`config.mk`:
```
export PLATFORM = sky130hd
export DESIGN_NAME = trace_update
export DESIGN_NICKNAME = d
export VERILOG_FILES = /design/src/rtl/trace_update.sv
export SDC_FILE = /design/constraint.sdc
export NUM_CORES = 2
export LEC_CHECK = 0
export BUFFER_PORTS_ARGS = -buffer_cell sky130_fd_sc_hd__buf_2
export CORE_ASPECT_RATIO = 0.75
export CORE_MARGIN = 2
export CORE_UTILIZATION = 34
export DETAILED_ROUTE_END_ITERATION = 8
export PLACE_DENSITY = 0.49
export SYNTH_ARGS = -nofsm -noshare
export SYNTH_HDL_FRONTEND = slang
export SYNTH_SLANG_ARGS = --single-unit
```
`constraint.sdc`:
```
create_clock -name clk -period 19.96 [get_ports clk]
set_input_delay 2.994 -clock clk [delete_from_list [all_inputs] [get_ports clk]]
set_output_delay 2.994 -clock clk [all_outputs]
set_load 0.005 [all_outputs]
```
`src/rtl/trace_update.sv`:
```
// Per-timestep synaptic trace engine: decays and spike-increments 24 presynaptic
// and 18 postsynaptic traces through one time-multiplexed datapath, one index per cycle.
module trace_update #(
    parameter int unsigned X_SHIFT  = 4,
    parameter int unsigned Y1_SHIFT = 4,
    parameter int unsigned Y2_SHIFT = 5,
    parameter logic [15:0] X_INC    = 16'h4000,
    parameter logic [15:0] Y1_INC   = 16'h4000,
    parameter logic [15:0] Y2_INC   = 16'h2000
) (
    input  logic         clk,
    input  logic         reset,
    input  logic         i_run,
    input  logic         i_clear,
    input  logic [23:0]  i_pre_spike,
    input  logic [17:0]  i_post_spike,
    output logic [383:0] o_x_trace,
    output logic [287:0] o_y1_trace,
    output logic [287:0] o_y2_trace_buf,
    output logic         o_busy,
    output logic         o_done
);

    typedef enum logic [1:0] {
        IDLE,
        X_UPD,
        Y_UPD,
        DONE
    } state_t;

    state_t      state;
    logic [4:0]  idx;
    logic [23:0] pre_lat;
    logic [17:0] post_lat;

    logic [15:0] x_r      [24];
    logic [15:0] y1_r     [18];
    logic [15:0] y2_r     [18];
    logic [15:0] y2_buf_r [18];

    // Small traces decay by at least 1 so every trace eventually reaches zero.
    function automatic logic [15:0] decay(input logic [15:0] t, input int unsigned s);
        logic [15:0] step;
        step = t >> s;
        if (step != '0)
            return t - step;
        else if (t != '0)
            return t - 16'd1;
        else
            return '0;
    endfunction

    function automatic logic [15:0] bump(input logic [15:0] d, input logic [15:0] inc,
                                         input logic spike);
        logic [16:0] sum;
        sum = {1'b0, d} + {1'b0, inc};
        if (!spike)
            return d;
        return sum[16] ? '1 : sum[15:0];
    endfunction

    // Lane A serves x during X_UPD and y1 during Y_UPD; lane B serves y2.
    logic              a_is_x;
    logic [15:0]       a_cur;
    logic [15:0]       a_inc;
    int unsigned       a_shift;
    logic              a_spk;
    logic [15:0]       a_new;
    logic [15:0]       b_cur;
    logic [15:0]       b_new;

    always_comb begin
        a_is_x  = (state == X_UPD);
        a_cur   = '0;
        a_spk   = 1'b0;
        a_shift = a_is_x ? X_SHIFT : Y1_SHIFT;
        a_inc   = a_is_x ? X_INC : Y1_INC;
        b_cur   = '0;
        if (a_is_x) begin
            a_cur = x_r[idx];
            a_spk = pre_lat[idx];
        end else if (state == Y_UPD) begin
            a_cur = y1_r[idx];
            a_spk = post_lat[idx];
            b_cur = y2_r[idx];
        end
        a_new = bump(decay(a_cur, a_shift), a_inc, a_spk);
        b_new = bump(decay(b_cur, Y2_SHIFT), Y2_INC, (state == Y_UPD) && post_lat[idx]);
    end

    always_ff @(posedge clk) begin
        if (reset) begin
            state    <= IDLE;
            idx      <= '0;
            pre_lat  <= '0;
            post_lat <= '0;
            o_busy   <= 1'b0;
            o_done   <= 1'b0;
            for (int unsigned i = 0; i < 24; i++)
                x_r[i] <= '0;
            for (int unsigned j = 0; j < 18; j++) begin
                y1_r[j]     <= '0;
                y2_r[j]     <= '0;
                y2_buf_r[j] <= '0;
            end
        end else begin
            case (state)
                IDLE: begin
                    o_done <= 1'b0;
                    if (i_clear) begin
                        for (int unsigned i = 0; i < 24; i++)
                            x_r[i] <= '0;
                        for (int unsigned j = 0; j < 18; j++) begin
                            y1_r[j]     <= '0;
                            y2_r[j]     <= '0;
                            y2_buf_r[j] <= '0;
                        end
                    end else if (i_run) begin
                        state    <= X_UPD;
                        idx      <= '0;
                        pre_lat  <= i_pre_spike;
                        post_lat <= i_post_spike;
                        o_busy   <= 1'b1;
                    end
                end
                X_UPD: begin
                    x_r[idx] <= a_new;
                    if (idx == 5'd23) begin
                        idx   <= '0;
                        state <= Y_UPD;
                    end else begin
                        idx <= idx + 5'd1;
                    end
                end
                Y_UPD: begin
                    y1_r[idx]     <= a_new;
                    y2_r[idx]     <= b_new;
                    y2_buf_r[idx] <= y2_r[idx];
                    if (idx == 5'd17) begin
                        idx    <= '0;
                        state  <= DONE;
                        o_done <= 1'b1;
                    end else begin
                        idx <= idx + 5'd1;
                    end
                end
                DONE: begin
                    state  <= IDLE;
                    idx    <= '0;
                    o_done <= 1'b0;
                    o_busy <= 1'b0;
                end
                default: begin
                    state  <= IDLE;
                    idx    <= '0;
                    o_done <= 1'b0;
                    o_busy <= 1'b0;
                end
            endcase
        end
    end

    always_comb begin
        o_x_trace      = '0;
        o_y1_trace     = '0;
        o_y2_trace_buf = '0;
        for (int unsigned i = 0; i < 24; i++)
            o_x_trace[16*i +: 16] = x_r[i];
        for (int unsigned j = 0; j < 18; j++) begin
            o_y1_trace[16*j +: 16]     = y1_r[j];
            o_y2_trace_buf[16*j +: 16] = y2_buf_r[j];
        end
    end

endmodule

```
Word-level counts from Yosys, hierarchy flattened
Memory sizes are Yosys's and may differ from the RTL's. A register that Yosys moved wholly into a read port is not among the register bits. Cells that the tools add are included. Widths: inputs -> output; s select.

Register bits after elaboration: 51. Latch bits: 0. Bits in writable memories: 1248. Bits in read-only memories: 0. Bits of input ports: 46. Output and inout bits: 962. Word-level logic and storage cells: 265. Memories kept: 4.

Memories: x_r (words 24, bits a word 16, rd ports 25, clocked after memory_dff 1, wr ports 24, line 36) `logic [15:0] x_r [24];`; y1_r (words 18, bits a word 16, rd ports 19, clocked after memory_dff 1, wr ports 18, line 37) `logic [15:0] y1_r [18];`; y2_buf_r (words 18, bits a word 16, rd ports 18, clocked after memory_dff 0, wr ports 18, line 39) `logic [15:0] y2_buf_r [18];`; y2_r (words 18, bits a word 16, rd ports 1, clocked after memory_dff 1, wr ports 18, line 38) `logic [15:0] y2_r [18];`.

Add/sub/neg operators: 7. Multipliers: 0. Divide/modulo/power cells: 0. Magnitude comparators: 1. Equal/unequal tests: 9. Shifts and indexed selects: 0. Mux-type cells: 141. Bitwise gates (word level): 79. Reductions and logical operators: 18.

Operators by type and width (number): $mux 16 (94); $or 1x1->1 (78); $mux 5 (14); $reduce_bool 16->1 (4); $reduce_or 16->1 (4); $sub 16x1->16 const B (2); $mux 1 (23); $pmux 5 s4 (1); $add 16x14->17 const B (1); $add 16x15->17 const B (1); $sub 16x11->16 (1); $sub 16x12->16 (1); $bmux 1 s5 (2); $eq 5x5->1 const B (2); $mux 2 (4); $pmux 2 s4 (1); $lt 5x6->1 const B (1); $reduce_and 3->1 (2); $add 5x1->5 const B (1); $eq 2x2->1 const B (2); $ne 2x1->1 const B (2); $ne 2x2->1 const B (2); $pmux 1 s2 (2); $reduce_and 2->1 (2); 7 further kinds (8).

Depth between registers and ports, before layout
Word-level depth: 10. Depth in mapped cells: 29. Depth with buffers taken out: 21.

Worst setup path before layout
OpenSTA, ideal clock, no wires.

Path type: register -> register. From: register with a tool-made name. To: memory y2_r[18][15], data pin. Setup time: 0.322 ns. Arrival time: 6.057 ns. Data required time: 19.638 ns. Slack: 13.581 ns. Stages on the path, launching flop included: 27. Path buffers: 6. Clock period less this slack: 6.379 ns. Path through: dfxtp_1 buf_6 buf_4 buf_4 buf_4 mux4_2 mux4_2 mux2i_1 clkbuf_1 nor2_1 inv_1 ha_1 inv_1 fa_1 a21o_1 a211oi_1 o21ai_0 a31oi_1 o211ai_1 xnor2_1 mux2i_2 inv_1 ha_1 and3_1 nor2_1 clkbuf_1 a21oi_1.

RTL lines (line): end: declaration (38).

==> results.txt <==
Net Count, Synth = 5074
post-DR wirelength/cell = 36.31 um
post-synth top area cell = edfxtp_1
synth-to-layout area growth = 18.65%
Crit path max-delay family = compound AO/OA/AOI/OAI gates
remaining antenna violation count = 0
Max Clock Skew = 0.04204 ns
Max stage delay on crit path = 1.01 ns
fraction of registers with async set/reset = 0
clk root buf = clkbuf_16
Syn Std Cell Area = 78900 um^2
met2 Resource Use GR = 0.4404
WP data required = 20.49 ns
Cells after Synth = 4990
final hold violations = 0
worst-path maximum fanout = 64
synth unique cells = 88
die area = 236000 um^2
Final Max Slew Viols = 0
Cell Pwr Density = 145.7 nW/um^2
DRT iter0 DRCs = 7057
Synthesis Warnings = 0
clk slew on worst S/H paths = 0.06 ns
worst-case clock buffer depth = 3
crit path DAT = 9.84 ns
leak pwr = 34.14 nW
FP Rows = 153
setup_tns = 0 ns
Num CTS Buffers = 197
top-count cell post-synth = edfxtp_1
f_max = 107.4 MHz
cell mode on critical path = buf_4
unrepaired setup endpoints after global routing = no
Syn Area/Cell = 15.81 um^2
grt peak-use layer = met2
post-route setup slack = 10.65 ns
#FFs+latches synth = 1880
Crit. End Element = flop
post-synth top area share = 0.6942
All-Layer GR Usage = 0.2765
TritonRoute pass-1 iters = 6
total number of vias = 52.42k
Peak VDD IR = 0.0004252 V
max_cap viols = 0
CTS resizes = 0
DP HPWL = 218.9 mm
GP Congestion = 0.9132
initial core utilization = 0.3412
crit path time final = 9.308 ns
Post-Route WL = 334.8 mm
critical-path cell list = buf_4 > buf_12 > buf_4 > mux4_2 > mux2_2 > o21ai_1 > o22ai_1 > nand2_1 > inv_1 > ha_1 > a21o_1 > a21o_1 > a21oi_1 > o21ai_0 > a311oi_1 > o21a_1 > a31oi_1 > o21a_1 > buf_4 > a21oi_4 > buf_4 > inv_2
CTS tree = yes
grt total ovfl = 0
io pins = 1008
Setup Viol. Count Final = 0
Worst path slowest cell = a21oi_4
register area share after synthesis = 0.7084
top post-synthesis cells by area = edfxtp_1 69%, mux4_2 12%, nor2_1 6.3%, dfxtp_1 1.4%, nand2_1 1.1%
Synth Flop Type = edfxtp_1
width of the die = 560.2 um
Final nets = 6041
Hold Crit Class = flop to flop
fin crit share = 0.4663
die height = 421.2 um
clock latency on the worst-skew pair = 0.86 ns
Post-CTS Hold Buffers = 0
core area = 231300 um^2
slew margin rel. = 0.09090
postcts setup bufs = 0
WS Path Type = flop to flop
pre-CTS setup slack = 10.68 ns
Least-Margin Pin Slew = 1.337 ns
GRT met3 Usage = 0.06174
Worst setup SP type = flop
largest net degree at the start of global routing = 115
layout cells sized above 1 = 0.3339
critical path buffer and inverter count = 7
vias in the first global route = 49.39k
run status = complete, no violations
drt drc = 0
Hold Worst Slack = 0.4530 ns
Port Buf Inserts = 1007
initial antenna violation count = 18
met1 Resource Use GR = 0.3787
Vias per Instance = 5.685
top cells by count, synth = 1824 x edfxtp_1, 1315 x nor2_1, 424 x mux4_2
CTS sink cnt = 1880
first-pass GRT wire length = 448.5 mm
H-tree depth = 4
Post-synth EDFFs = 1824
[registers in the layout (all words and copies together), names as in the netlist, named ones only]
| signal | count |
|---|---|
| o_busy | 1 |
| pre_lat | 24 |
| y1_r | 512 |
| y2_r | 512 |
| y2_buf_r | 288 |
| o_done | 1 |
| state | 2 |
| post_lat | 18 |
| x_r | 512 |
| idx | 5 |
[cells by family after synthesis]
logic type / after synthesis / share of synthesized area
fa+ha+maj: 38 / 0.006216
simple gates: 1735 / 0.08805
compound gates: 322 / 0.03280
buf+inv: 478 / 0.02923
flops: 1880 / 0.7084
mux: 512 / 0.1325
xor+xnor: 25 / 0.002775
[cells in the final DEF, fill, tap and decap left out, drive strengths merged, types with 29 or more instances in the layout]
cell    instances
a21oi          98
buf          1173
clkbuf        255
clkinv         82
dfxtp          56
edfxtp       1824
ha             36
inv            81
mux2i          71
mux4          424
nand2         240
nand3          31
nor2         1318
nor3           29
o21ai          40
[cell type report]
class / instances / area (um^2)
Timing Repair Buffer: 1173 / 6336
Tap cell: 3100 / 3879
Fill cell: 21460 / 137600
Sequential cell: 1880 / 55910
Multi-Input combinational cell: 2632 / 21180
Clock buffer: 255 / 5194
Clock inverter: 102 / 820.8
Antenna cell: 5 / 12.51
Inverter: 73 / 277.8
[worst reg2reg max path: cells and delay by family (launching register included)]
kind	cells	cell delay [ns]
compound gates	11	3.40
buf+inv	7	3.26
mux	2	0.95
flops	1	0.87
fa+ha+maj	1	0.34
simple gates	1	0.16
[report_power, final]
group	switching (mW)	leakage (nW)	internal, mW
logic	3.50	11.8	0.908
registers	0.279	19.4	5.40
clock network	1.61	2.93	1.94
total	5.39	34.1	8.25
[routing by layer]
metal | wire (um) | up-vias
met5 | 26 | -
met4 | 10730 | 4
met3 | 30350 | 427
met2 | 157900 | 2993
met1 | 135800 | 28330
li1 | - | 20670
[stage by stage]
stage	total power, mW	util	instances	cell area (um^2)
global placement	10.06	0.3787	8858	87580
global route	14.01	0.4048	9216	93600
CTS	13.62	0.4047	9215	93600
floorplan	7.871	-	4990	78900
detailed placement	10.12	0.3787	8858	87580
finish	13.64	0.4048	9220	93610
[final timing paths]
path | from | cells after the start | to | slack (ns)
max | flop | 22 | x_r[25][0] | 10.65
min | post_lat[14] | 2 | post_lat[14] | 0.45
max reg2reg | flop | 22 | x_r[25][0] | 10.65
min reg2reg | post_lat[14] | 2 | post_lat[14] | 0.45
No activity file was read; power rests on OpenSTA's default activity.
